<file path="config.mk">
export PLATFORM = sky130hd
export DESIGN_NAME = cmd_tx_flat
export DESIGN_NICKNAME = d
export VERILOG_FILES = /design/src/rtl/cmd_tx_if.sv /design/src/rtl/cmd_tx.sv /design/src/flat_wrapper.sv
export SDC_FILE = /design/constraint.sdc
export NUM_CORES = 1
export LEC_CHECK = 0
export ABC_CLOCK_PERIOD_IN_PS = 8900
export CELL_PAD_IN_SITES_DETAIL_PLACEMENT = 0
export CELL_PAD_IN_SITES_GLOBAL_PLACEMENT = 1
export CORE_MARGIN = 2
export CORE_UTILIZATION = 33
export CTS_BUF_LIST = sky130_fd_sc_hd__clkbuf_4
export DETAILED_ROUTE_END_ITERATION = 12
export PLACE_DENSITY_LB_ADDON = 0.08
export SLEW_MARGIN = 30
export SYNTH_ARGS = -nofsm -noshare
export SYNTH_HDL_FRONTEND = slang
export SYNTH_SLANG_ARGS = --single-unit
</file>
<file path="constraint.sdc">
create_clock -name clk -period 8.9 [get_ports clk]
set_clock_uncertainty 0.05 [all_clocks]
set_input_delay 2.67 -clock clk [delete_from_list [all_inputs] [get_ports clk]]
set_output_delay 2.67 -clock clk [all_outputs]
set_load 0.05 [all_outputs]
</file>
<file path="src/rtl/cmd_tx_if.sv">
// Requester/issue bundle for cmd_tx: command request handshake, flush,
// issued-command strobe, FIFO level and the issue FSM state for debug.
interface cmd_tx_if;
    // Handshake: a command transfers at a rising edge where req_valid and
    // req_ready are both 1; req_ready is registered and the requester holds
    // its command while req_ready is 0.
    logic        req_valid;
    logic [4:0]  req_addr;
    logic [2:0]  req_op;
    logic [3:0]  req_d;
    logic        req_ready;
    logic        flush;
    logic        new_cmd;
    logic [11:0] cmd_buf;
    logic [3:0]  level;
    logic [1:0]  issue_state;

    modport slave (
        input  req_valid, req_addr, req_op, req_d, flush,
        output req_ready, new_cmd, cmd_buf, level, issue_state
    );

    modport master (
        output req_valid, req_addr, req_op, req_d, flush,
        input  req_ready, new_cmd, cmd_buf, level, issue_state
    );
endinterface

</file>
<file path="src/rtl/cmd_tx.sv">
// Command FIFO with a rate-limited issue FSM: one new_cmd strobe per GAP cycles.
// Optional macro CMD_TX_DROP_NOP_EN: acknowledge op 3'b000 requests without queueing them.
module cmd_tx #(
    parameter int DEPTH = 4,
    parameter int GAP   = 4
) (
    input  logic     clk,
    input  logic     rst,
    cmd_tx_if.slave  cmd_io
);
    localparam int PW = $clog2(DEPTH);

    typedef enum logic [1:0] {
        S_IDLE   = 2'd0,
        S_STROBE = 2'd1,
        S_GAP    = 2'd2
    } state_t;

    state_t        state_q, state_d;
    logic [3:0]    gap_q, gap_d;
    logic [11:0]   mem_q [DEPTH];
    logic [PW-1:0] wr_ptr_q, wr_ptr_d;
    logic [PW-1:0] rd_ptr_q, rd_ptr_d;
    logic [3:0]    count_q, count_d;
    logic          ready_q, ready_d;
    logic [11:0]   cmd_buf_q, cmd_buf_d;
    logic [11:0]   req_word;
    logic          accept, push, pop, issue_slot, new_cmd;

    function automatic logic [PW-1:0] next_ptr(input logic [PW-1:0] p);
        return (p == PW'(DEPTH - 1)) ? '0 : p + PW'(1);
    endfunction

    assign req_word = {cmd_io.req_addr, cmd_io.req_op, cmd_io.req_d};
    assign accept   = cmd_io.req_valid & ready_q;
`ifdef CMD_TX_DROP_NOP_EN
    assign push     = accept & ~cmd_io.flush & (cmd_io.req_op != 3'b000);
`else
    assign push     = accept & ~cmd_io.flush;
`endif

    // An expiring gap counter acts as an IDLE cycle so backlogged strobes land exactly GAP apart.
    assign issue_slot = (state_q == S_IDLE) || ((state_q == S_GAP) && (gap_q == 4'd0));
    assign pop        = issue_slot & (count_q != 4'd0) & ~cmd_io.flush;

    always_comb begin
        wr_ptr_d  = wr_ptr_q;
        rd_ptr_d  = rd_ptr_q;
        count_d   = count_q;
        cmd_buf_d = cmd_buf_q;
        if (cmd_io.flush) begin
            wr_ptr_d = '0;
            rd_ptr_d = '0;
            count_d  = '0;
        end else begin
            if (push) wr_ptr_d = next_ptr(wr_ptr_q);
            if (pop) begin
                rd_ptr_d  = next_ptr(rd_ptr_q);
                cmd_buf_d = mem_q[rd_ptr_q];
            end
            case ({push, pop})
                2'b10:   count_d = count_q + 4'd1;
                2'b01:   count_d = count_q - 4'd1;
                default: count_d = count_q;
            endcase
        end
        ready_d = (count_d != 4'(DEPTH));
    end

    always_ff @(posedge clk) begin
        if (push) mem_q[wr_ptr_q] <= req_word;
    end

    always_ff @(posedge clk or posedge rst) begin
        if (rst) begin
            wr_ptr_q  <= '0;
            rd_ptr_q  <= '0;
            count_q   <= '0;
            ready_q   <= 1'b1;
            cmd_buf_q <= '0;
        end else begin
            wr_ptr_q  <= wr_ptr_d;
            rd_ptr_q  <= rd_ptr_d;
            count_q   <= count_d;
            ready_q   <= ready_d;
            cmd_buf_q <= cmd_buf_d;
        end
    end

    always_ff @(posedge clk or posedge rst) begin
        if (rst) begin
            state_q <= S_IDLE;
            gap_q   <= '0;
        end else begin
            state_q <= state_d;
            gap_q   <= gap_d;
        end
    end

    always_comb begin
        state_d = state_q;
        gap_d   = gap_q;
        case (state_q)
            S_IDLE: begin
                if (pop) state_d = S_STROBE;
            end
            S_STROBE: begin
                state_d = S_GAP;
                gap_d   = 4'(GAP - 2);
            end
            S_GAP: begin
                if (gap_q == 4'd0) state_d = pop ? S_STROBE : S_IDLE;
                else               gap_d   = gap_q - 4'd1;
            end
            default: state_d = S_IDLE;
        endcase
    end

    always_comb begin
        new_cmd = (state_q == S_STROBE);
    end

    assign cmd_io.new_cmd     = new_cmd;
    assign cmd_io.cmd_buf     = cmd_buf_q;
    assign cmd_io.level       = count_q;
    assign cmd_io.req_ready   = ready_q;
    assign cmd_io.issue_state = state_q;
endmodule

</file>
<file path="src/flat_wrapper.sv">
// flat-port wrapper written by rule: the top's interface ports become plain ports
module cmd_tx_flat 
#(
    parameter int DEPTH = 4,
    parameter int GAP   = 4
)
  (clk, rst, cmd_io_req_valid, cmd_io_req_addr, cmd_io_req_op, cmd_io_req_d, cmd_io_flush, cmd_io_req_ready, cmd_io_new_cmd, cmd_io_cmd_buf, cmd_io_level, cmd_io_issue_state);
  cmd_tx_if cmd_io_i ();
  input  logic clk;
  input  logic rst;
  input wire logic [$bits(cmd_io_i.req_valid)-1:0] cmd_io_req_valid;
  input wire logic [$bits(cmd_io_i.req_addr)-1:0] cmd_io_req_addr;
  input wire logic [$bits(cmd_io_i.req_op)-1:0] cmd_io_req_op;
  input wire logic [$bits(cmd_io_i.req_d)-1:0] cmd_io_req_d;
  input wire logic [$bits(cmd_io_i.flush)-1:0] cmd_io_flush;
  output wire logic [$bits(cmd_io_i.req_ready)-1:0] cmd_io_req_ready;
  output wire logic [$bits(cmd_io_i.new_cmd)-1:0] cmd_io_new_cmd;
  output wire logic [$bits(cmd_io_i.cmd_buf)-1:0] cmd_io_cmd_buf;
  output wire logic [$bits(cmd_io_i.level)-1:0] cmd_io_level;
  output wire logic [$bits(cmd_io_i.issue_state)-1:0] cmd_io_issue_state;
  assign cmd_io_i.req_valid = cmd_io_req_valid;
  assign cmd_io_i.req_addr = cmd_io_req_addr;
  assign cmd_io_i.req_op = cmd_io_req_op;
  assign cmd_io_i.req_d = cmd_io_req_d;
  assign cmd_io_i.flush = cmd_io_flush;
  assign cmd_io_req_ready = cmd_io_i.req_ready;
  assign cmd_io_new_cmd = cmd_io_i.new_cmd;
  assign cmd_io_cmd_buf = cmd_io_i.cmd_buf;
  assign cmd_io_level = cmd_io_i.level;
  assign cmd_io_issue_state = cmd_io_i.issue_state;
  cmd_tx #(.DEPTH(DEPTH), .GAP(GAP)) u_core (.clk(clk), .rst(rst), .cmd_io(cmd_io_i));
endmodule
</file>
* Yosys cells after proc, flatten, opt, wreduce, memory -nomap -nowiden
Memory sizes are Yosys's and may differ from the RTL's. A register that Yosys moved wholly into a read port is not among the register bits.
Cells that the tools add are included.
W data, S select, Z words.
** Word-level totals
- Register bits :: 15
- Bits in writable memories :: 48
- Input bits :: 16
- Output and inout port bits :: 20
- Memories kept :: 1
** Operators by class
- $add $sub $neg :: 5
- Equal/unequal tests :: 10
- Mux-type cells :: 16
- Bitwise logic cells :: 5
- Reductions and logical operators :: 11
** Memories
- u_core.mem_q :: depth 4, bits a word 12, read ports 1, clocked after Yosys merged registers in 1, wr ports 1, RTL line cmd_tx.sv:21 : logic [11:0] mem_q [DEPTH];
** Operators with widths (number)
- $mux W2 :: 8
- $pmux W4 S2 :: 2
- $eq A2 B2 Y1 const B :: 4
- $mux W4 :: 2
- $sub A4 B1 Y4 const B :: 2
- $pmux W2 S3 :: 1
- $reduce_and A2 Y1 :: 3
- $reduce_bool A2 Y1 :: 3
- $add A2 B1 Y2 const B :: 2
- $add A4 B1 Y4 const B :: 1
- $and A1 B1 Y1 :: 4
- $eq A2 B1 Y1 const B :: 2
- $logic_not A4 Y1 :: 1
- $ne A2 B2 Y1 const B :: 2
- $ne A4 B3 Y1 const B :: 1
- $reduce_bool A4 Y1 :: 1
- $mux W1 :: 3
- $logic_not A2 Y1 :: 1
- $ne A2 B1 Y1 const B :: 1
- $logic_and A1 B1 Y1 :: 1
- $logic_or A1 B1 Y1 :: 1
- $not A1 Y1 :: 1

* Longest topological paths before layout
Gate-level depths: netlist of the first run.
- Depth after elaboration :: 9
- Mapped depth :: 12
- Depth with buffers taken out :: 12

* Worst setup path after synthesis of the first run
No wires, ideal clock.
- Path kind :: in2reg
- Start :: input port cmd_io_flush
- End :: register u_core.ready_q, in the netlist u_core.cmd_io.req_ready
- Setup time :: 97 ps
- Arrival :: 4389 ps
- Required time :: 8753 ps
- Path slack :: 4364 ps
- Cell stages on the path :: 10
- Buffers on the path :: 1
- Cell sequence :: clkbuf_1 -> nor2_1 -> inv_1 -> ha_1 -> xor2_1 -> ha_1 -> a21oi_1 -> mux2i_1 -> o2111a_1 -> o211ai_1
** Between the ends
- Cells in the longest elaborated chain, start to end :: 6
** RTL lines
- from (decl) :: RTL line flat_wrapper.sv:15 : input wire logic [$bits(cmd_io_i.flush)-1:0] cmd_io_flush;
- $not A1 Y1 (no line)
- $and A1 B1 Y1, on equally long branches :: RTL line cmd_tx.sv:44, cmd_tx.sv:39
- $eq A2 B1 Y1 / $eq A2 B2 Y1 (equally long branches) :: RTL line cmd_tx.sv:61 : case ({push, pop})
- $pmux W4 S2 :: RTL line cmd_tx.sv:61
- $mux W4 (*) :: RTL line cmd_tx.sv:51 : if (cmd_io.flush) begin
- $ne A4 B3 Y1 (*) :: RTL line cmd_tx.sv:67 : ready_d = (count_d != 4'(DEPTH));
- via u_core.ready_d :: RTL line cmd_tx.sv:25 : logic ready_q, ready_d;
- to (signal assigned) :: RTL line cmd_tx.sv:85 : ready_q <= ready_d;
- to (decl) :: RTL line cmd_tx.sv:25
The timed path passes the listed nets; every way through them passes the cells marked *.
A chain may end at the register's enable or synchronous reset.

* Final worst setup path of the first run
Ends and elaborated chain as after synthesis.

==> qor.yml, run 1 <==
drv_cap: 0
place_hpwl_microns: 4079
layout-drive-gt1-share: 0.1975
finalMaxSlewViolations: 0
avgViaCountPerCell: 4.690
postCtsSetupBuffers: 0
cp_cell_sequence: "clkdlybuf4s50_1, inv_1, and2_2, ha_1, xor2_1, ha_1, a21oi_1, mux2i_1, o2111a_1, o211ai_1"
core_sq_um: 9594
grt_pass1_vias: 1853
numCtsBuffers: 9
cts_hold_buf: 0
worst_setup_path_end_kind: "register"
num_io_pins: 36
cpMostUsedCell: "ha_1"
clock_path_buffers: 2
gp_congestion: 0.7134
cts.clk_slew.worst_paths_ns: 0.12
synth_area_sq_um: 3217
syn2layout_area_growth_pct: 19.33
initial_utilization: 0.3353
drc: 0
crit_path_end: "u_core.cmd_io.req_ready"
setup_violations: 0
critPathBufInv: 2
grt_max_degree: 18
cpPeakStageDelay_ns: 0.73
synth_cell_type_count: 41
p_total_mw: 1.218
critPathLaunch: "cmd_io_flush"
root_buffer: "clkbuf_4"
pre_cts_slack_ns: 3.570
fin_nets: 257
cts.sinks: 75
crit_arrival_ns: 5.16
rows: 36
vias: 1740
startpoint_type: "primary input"
grt_pass1_wl_microns: 9949
regToRegSetupSlack_ns: 5.70
worstReg2RegStart: "u_core.gap_q[0]"
power_density_nw_per_um2: 317.3
instances_no_fill: 371
wirelength_microns: 6224
synth_nets: 221
cp_slowest_cell: "clkdlybuf4s50_1"
setup_tns_ns: 0
ys_ff_latch: 75
synthFlopType: "edfxtp_1"
grt-ovfl-total: 0
required_ns: 9.17
setup_ws_ns: 4.017
crit_type: "primary input to register"
slew_headroom: 0.3919
final_common_cell: "edfxtp_1"
syn_inst: 197
ir_drop_v: 0.0001070
placed_cells_incl_taps: 355
n_fill_cell: 896
firstDrtPassIters: 4
hold_slack_ns: 0.4712
port_buffers: 35
drt-wirelength-per-cell_microns: 16.78
final_cell_mix: "edfxtp_1, clkdlybuf4s50_1, dfrtp_1"
syn_avg_cell_area_sq_um: 16.33
antenna_found_initial: 0
drt_iter0_markers: 45
synthArstFlopShare: 0.3600
dieArea_sq_um: 10550
rsz0062_at_grt: "false"
critical_path.top_delay_family: "buffers and inverters"
die_height_microns: 102.7
path_depth: 10
cts_resized: 0
fin_crit_ns: 4.883
period_share: 0.5487
die_x_microns: 102.7
r2r-end: "u_core.cmd_io.req_ready"
worst-path-max-fanout: 11
antenna-diode-count: 0
yosys_warnings: 0
p_leak_nw: 1.393
min_path_type: "register to register"
tightest_slew_ns: 0.9121
cts_tree: "done"
status: "finished clean"
synth_edf_count: 48
yosysSeqAreaShare: 0.6585
grt_usage: 0.1310
clk_latency_ns: 0.40
ant_nets: 0
cts.htree.levels: 3
reg2regPathDepth: 10
hold_viol: 0
timing.fmax_ghz: 0.2048
## worst min path at each step
stage	from	to	cells after the start
after floorplan	u_core.gap_q[0]	u_core.gap_q[0]	1
after CTS	u_core.cmd_io.cmd_buf[9]	u_core.cmd_io.cmd_buf[9]	1
final	u_core.cmd_io.cmd_buf[1]	u_core.cmd_io.cmd_buf[1]	1
after global routing	u_core.cmd_io.cmd_buf[1]	u_core.cmd_io.cmd_buf[1]	1
after detailed placement	u_core.cmd_io.cmd_buf[1]	u_core.cmd_io.cmd_buf[1]	1
after global placement	u_core.cmd_io.cmd_buf[5]	u_core.cmd_io.cmd_buf[5]	1
## flip-flops by register name (all words and copies together), names as in the netlist
signal                     flops
u_core.cmd_io.cmd_buf         12
u_core.cmd_io.issue_state      2
u_core.cmd_io.level            4
u_core.cmd_io.req_ready        1
u_core.gap_q                   4
u_core.mem_q                  48
u_core.rd_ptr_q                2
u_core.wr_ptr_q                2
## per-layer routing
| metal | GRT usage | vias up | part of all wire |
|---|---|---|---|
| met4 | 0.02733 | 0 | 0.0082 |
| li1 | - | 805 | - |
| met5 | 0 | - | 0 |
| met3 | 0.04949 | 5 | 0.032 |
| met2 | 0.2217 | 24 | 0.51 |
| met1 | 0.1618 | 906 | 0.45 |
## synthesized netlist by cell type, drive strengths merged, types with 2 or more instances
master | count | area [sq um]
a21oi | 4 | 20.02
and2 | 6 | 38.79
buf | 5 | 46.29
clkbuf | 6 | 22.52
dfrtp | 26 | 650.6
edfxtp | 48 | 1441
ha | 8 | 100.1
inv | 10 | 37.54
mux2 | 12 | 168.9
mux2i | 3 | 30.03
mux4 | 12 | 270.3
nand2 | 6 | 22.52
nand3 | 4 | 20.02
nor2 | 10 | 37.54
nor2b | 2 | 12.51
nor3 | 2 | 10.01
nor3b | 3 | 22.52
o211ai | 2 | 15.01
o21a | 2 | 15.01
o21ai | 4 | 20.02
xnor2 | 3 | 26.28
xor2 | 4 | 35.03
## through the flow
| step | instance area [sq um] | util |
|---|---|---|
| floorplan | 3217 | - |
| global placement | 3672 | 0.3828 |
| detailed placement | 3672 | 0.3828 |
| CTS | 3837 | 0.4000 |
| global route | 3839 | 0.4001 |
| finish | 3839 | 0.4001 |
## kinds of logic after synthesis
logic type                 after synthesis  synth area share
AOI/OAI and AO/OA                       20           0.04512
xor gates and xnor gates                 7           0.01906
adders and majority gates                8           0.03112
buffers and inverters                   21           0.03306
DFF                                     75            0.6585
muxes                                   27            0.1459
and+or+nand+nor                         39           0.06729
## final cells by class
cell class / instances / area, sq um / share of cell area
sequential: 75 / 2120 / 0.5522
tap: 133 / 166.4 / 0.04335
timing repair buffer: 36 / 357.8 / 0.09322
clock inverter: 6 / 90.09 / 0.02347
inverter: 10 / 37.54 / 0.009778
multi-input combinational: 101 / 992.2 / 0.2585
clock buffer: 10 / 75.07 / 0.01956
## power breakdown
| part | internal (mW) | total [mW] | switching (mW) |
|---|---|---|---|
| registers | 0.432 | 0.500 | 0.0677 |
| clock network | 0.118 | 0.234 | 0.116 |
| logic | 0.216 | 0.484 | 0.268 |
(Power assumes the default switching activity.)
==> run 2: changes to the inputs <==
Settings changed: ABC_CLOCK_PERIOD_IN_PS 8900 to 4800.
Clock period 8.9 ns to 4.8 ns, I/O delays scaled along.
==> qor.yml, run 2 (synthesis gave the netlist of run 1 again) <==
drt-wirelength-per-cell_microns: 16.63  # -0.88%
clk_latency_ns: 0.39  # about the same
cts.sinks: 75  # unchanged
cts_tree: "done"
grt_usage: 0.1289  # -0.002150
startpoint_type: "primary input"
final_common_cell: "edfxtp_1"
antenna_found_initial: 0  # unchanged
num_io_pins: 36  # unchanged
min_path_type: "register to register"
firstDrtPassIters: 7  # +3
drv_cap: 0  # unchanged
multiInputGateArea_sq_um: 992.2  # unchanged
slew_headroom: 0.3813  # -0.01065
final_cell_mix: "edfxtp_1, clkdlybuf4s50_1, dfrtp_1"
fin_crit_ns: 3.683
crit_arrival_ns: 3.93  # -1.23 ns
register_area_sq_um: 2120  # unchanged
antenna-diode-count: 0  # unchanged
drt_iter0_markers: 40  # -11%
required_ns: 5.05  # -4.12 ns
hold-path-endpoint: "u_core.cmd_io.cmd_buf[1]"
grt_pass1_wl_microns: 9873  # -0.76%
fin_nets: 257  # unchanged
fin_area_sq_um: 3815  # -0.62%
tightest_slew_ns: 0.9281  # +0.01597 ns
worst_setup_path_end_kind: "register"
place_hpwl_microns: 4062  # -0.42%
syn2layout_area_growth_pct: 18.59
gp_congestion: 0.7135  # about the same
n_fill_cell: 903  # +0.78%
worstHoldStart: "u_core.cmd_io.cmd_buf[1]"
cts_hold_buf: 0  # unchanged
finalMaxSlewViolations: 0  # unchanged
setup_violations: 0  # unchanged
max_flop_register: "u_core.mem_q"
dieArea_sq_um: 10550  # unchanged
rsz0062_at_grt: "false"
ir_drop_v: 0.0001772  # +66%
cts.clk_slew.worst_paths_ns: 0.13  # about the same
root_buffer: "clkbuf_4"
avgViaCountPerCell: 4.655  # -0.75%
worst-path-max-fanout: 11  # unchanged
grt_pass1_vias: 1823  # -1.6%
drc: 0  # unchanged
period_share: 0.7672
initial_utilization: 0.3353  # unchanged
postCtsSetupBuffers: 0  # unchanged
core_sq_um: 9594  # unchanged
crit_type: "primary input to register"
power_density_nw_per_um2: 579.9  # +83%
wirelength_microns: 6169  # -0.88%
place_area_sq_um: 3672  # unchanged
ant_nets: 0  # unchanged
worstReg2RegStart: "u_core.gap_q[1]"
hold_viol: 0  # unchanged
reg2regPathDepth: 10  # unchanged
status: "finished clean"
die_x_microns: 102.7  # unchanged
r2r-end: "u_core.cmd_io.req_ready"
timing.fmax_ghz: 0.2716
regToRegSetupSlack_ns: 1.59  # -4.11 ns
port_buffers: 35  # unchanged
numCtsBuffers: 9  # unchanged
p_leak_nw: 1.383  # -0.71%
cts_resized: 0  # unchanged
die_height_microns: 102.7  # unchanged
largest_reg_flops: 48  # unchanged
grt-ovfl-total: 0  # unchanged
cts.htree.levels: 3  # unchanged
rows: 36  # unchanged
clock_path_buffers: 2  # unchanged
hold_depth: 1  # unchanged
vias: 1727  # -0.75%
grt_max_degree: 18  # unchanged
setup_tns_ns: 0  # unchanged
layout-drive-gt1-share: 0.1975  # unchanged
==> run 2: worst max-delay path, cell delays in order <==
cell,delay [ns]
clkdlybuf4s50_1,0.71
inv_1,0.12
and2_2,0.21
ha_1,0.27
xor2_1,0.17
ha_1,0.19
a21oi_1,0.15
mux2i_1,0.34
o2111a_1,0.23
o211ai_1,0.11
==> run 2: power breakdown <==
part           total (mW)  switching [mW]  leakage, nW  internal [mW]
registers           0.927           0.125        0.772          0.802
logic               0.898           0.497        0.535          0.400
clock network       0.387           0.226       0.0767          0.162
total                2.21           0.848         1.38           1.36
==> run 2: layout make-up <==
class                      count  area share
clock buffer                   9     0.01771
clock inverter                 7     0.01935
inverter                      10    0.009839
multi-input combinational    101      0.2601
sequential                    75      0.5556
tap                          133     0.04362
timing repair buffer          36     0.09380
==> run 2: per-layer routing <==
metal  vias up  GRT usage  part of all wire
met5         -          0                 0
met4         0    0.05162            0.0055
met3         2    0.02508             0.024
met2        22     0.2097              0.49
met1       890     0.1712              0.48
li1        813          -                 -
==> run 2: how the worst max path moves through the flow <==
stage | from | endpoint | slack, ns | depth (start not counted)
2_1_floorplan | cmd_io_flush | u_core.cmd_io.req_ready | 1.49 | 10
3_3_place_gp | cmd_io_flush | u_core.cmd_io.req_ready | 0.78 | 10
3_5_place_dp | cmd_io_flush | u_core.cmd_io.req_ready | 0.70 | 10
4_1_cts | cmd_io_flush | u_core.cmd_io.req_ready | 1.13 | 10
5_1_grt | cmd_io_flush | u_core.cmd_io.req_ready | 0.96 | 8
6_report | cmd_io_flush | u_core.cmd_io.req_ready | 1.12 | 10
==> run 2: per-stage QoR <==
stage                 util  power [mW]  instances  hold WS (ns)  setup WS [ns]
finish              0.3976       2.212        371        0.4717          1.117
global placement    0.3828       1.833        355        0.4436         0.7779
global route        0.3976       2.344        371        0.5005         0.9644
CTS                 0.3975       2.246        371        0.4797          1.133
detailed placement  0.3828       1.853        355        0.4441         0.6992
floorplan                -       1.608        197        0.4269          1.494
==> run 3: changes to the inputs <==
Settings changed: ABC_CLOCK_PERIOD_IN_PS 4800 to 3000.
Clock period 4.8 ns to 3 ns, I/O delays scaled along.
==> qor.yml, run 3 (synthesis gave the netlist of run 1 again) <==
crit_type: "register to output port"
port_buffers: 35  # unchanged
ant_nets: 0  # unchanged
fin_crit_ns: 2.884
worst_setup_path_end_kind: "output port"
initial_utilization: 0.3353  # unchanged
max_flop_register: "u_core.mem_q"
drv_cap: 0  # unchanged
setup_ws_ns: 0.1158  # -1.002 ns
place_hpwl_microns: 4267  # +5.0%
cts_hold_buf: 0  # unchanged
grt_pass1_vias: 1916  # +5.1%
core_sq_um: 9594  # unchanged
largest_reg_flops: 48  # unchanged
period_share: 0.9614
clk_latency_ns: 0.40  # about the same
syn2layout_area_growth_pct: 24.54
die_height_microns: 102.7  # unchanged
crit_arrival_ns: 1.93  # -2.00 ns
regToRegSetupSlack_ns: 0.15  # -1.44 ns
hold_depth: 1  # unchanged
cts.sinks: 75  # unchanged
reg2regPathDepth: 13  # +3
firstDrtPassIters: 4  # -3
cp_cell_sequence: "clkdlybuf4s50_1"
drt_iter0_markers: 54  # +35%
status: "finished clean"
min_path_type: "register to register"
num_io_pins: 36  # unchanged
worst-path-max-fanout: 14  # +3
final_common_cell: "edfxtp_1"
cpPeakStageDelay_ns: 0.90  # +0.19 ns
gp_congestion: 0.7887  # +11%
cts.htree.levels: 3  # unchanged
clockPowerShare: 0.146  # -0.029
p_seq_frac: 0.400  # -0.019
setup_tns_ns: 0  # unchanged
vias: 1836  # +6.3%
switching_share: 0.3822  # -0.001299
dieArea_sq_um: 10550  # unchanged
final_cell_mix: "edfxtp_1, clkdlybuf4s50_1, dfrtp_1"
grt_pass1_wl_microns: 10210  # +3.4%
p_total_mw: 3.647  # +65%
grt_max_degree: 18  # unchanged
hold_viol: 0  # unchanged
die_x_microns: 102.7  # unchanged
cts.clk_slew.worst_paths_ns: 0.11  # -0.02 ns
switchingPower_mw: 1.394  # +64%
layout-drive-gt1-share: 0.2857  # +0.08824
startpoint_type: "register"
required_ns: 2.05  # -3.00 ns
register_area_sq_um: 2118  # about the same
setup_violations: 0  # unchanged
cp_slowest_cell: "clkdlybuf4s50_1"
rows: 36  # unchanged
drt-wirelength-per-cell_microns: 16.33  # -1.8%
grt-ovfl-total: 0  # unchanged
pre_cts_slack_ns: -0.1783  # -0.8775 ns
wirelength_microns: 6402  # +3.8%
drc: 0  # unchanged
critPathBufInv: 1  # -1
critical_path.top_delay_family: "buffers and inverters"
avgViaCountPerCell: 4.684  # +0.62%
tightest_slew_ns: 0.7238  # -0.2043 ns
n_fill_cell: 896  # -0.78%
antenna-diode-count: 0  # unchanged
antenna_found_initial: 0  # unchanged
numCtsBuffers: 9  # unchanged
ir_drop_v: 0.0003129  # +77%
power_density_nw_per_um2: 910.2  # +57%
finalMaxSlewViolations: 0  # unchanged
multiInputGateArea_sq_um: 1040  # +4.8%
root_buffer: "clkbuf_4"
worstReg2RegStart: "u_core.gap_q[1]"
cell_internal_pwr_mw: 2.253  # +65%
hold_slack_ns: 0.4790  # +0.007340 ns
cts_tree: "done"
grt_usage: 0.1339  # +0.005042
timing.fmax_ghz: 0.3467
clock_path_buffers: 2  # unchanged
slew_headroom: 0.5175  # +0.1362
comb_power_share: 0.453  # +0.047
p_leak_nw: 1.488  # +7.6%
worstHoldStart: "u_core.cmd_io.cmd_buf[7]"
hold-path-endpoint: "u_core.cmd_io.cmd_buf[7]"
fin_nets: 278  # +8.2%
r2r-end: "u_core.cmd_io.req_ready"
[run 3: changes by cell type in the layout (fill, tap and decap cells not counted), moves of 2 or more]
cell / delta
clkinv_2: -2
buf_4: +20
ha_1: -3
ha_2: +2
clkbuf_4: +3
[run 3: stage by stage]
step	instances	utilization	instance area, sq um
floorplan	197	-	3217
global placement	374	0.3989	3827
detailed placement	374	0.3989	3827
CTS	390	0.4131	3964
global route	392	0.4176	4006
finish	392	0.4176	4006
[run 3: layout make-up]
cell class / count / area share
Clock buffer: 12 / 0.02249
Clock inverter: 4 / 0.006871
Inverter: 10 / 0.009369
Multi-Input combinational cell: 101 / 0.2595
Sequential cell: 75 / 0.5287
Tap cell: 133 / 0.04154
Timing Repair Buffer: 57 / 0.1315
[run 3: how the worst max path moves through the flow]
stage          slack (ns)                 endpoint  cells after the start                          from
2_1_floorplan        0.16  u_core.cmd_io.req_ready                     11        u_core.cmd_io.level[1]
3_3_place_gp        -0.08   u_core.cmd_io.level[2]                     11                  cmd_io_flush
3_5_place_dp        -0.18   u_core.cmd_io.level[2]                     11                  cmd_io_flush
4_1_cts              0.02  u_core.cmd_io.req_ready                     13               u_core.gap_q[0]
5_1_grt             -0.01   u_core.cmd_io.level[2]                     13               u_core.gap_q[1]
6_report             0.12    cmd_io_issue_state[0]                      1  u_core.cmd_io.issue_state[0]
[run 3: per-layer routing]
metal | GRT usage | wire length (microns)
met3 | 0.02644 | 220
met2 | 0.2172 | 3221
met5 | 0 | 0
met1 | 0.1791 | 2868
met4 | 0.05162 | 91
[run 3: what timing repair did]
item                                    4_1_cts  5_1_grt
pin swaps                                     1        2
endpoints found under the setup margin        4        3
resized for setup                             4        8
setup buffers                                 0        2
[run 3: power by group through the flow]
stage	Sequential (mW)	Clock (mW)	Combinational, mW
after floorplan	1.80	0	0.776
after detailed placement	1.48	0	1.59
after global routing	1.49	0.605	1.77
after CTS	1.46	0.561	1.62
after global placement	1.47	0	1.56
final	1.46	0.534	1.65
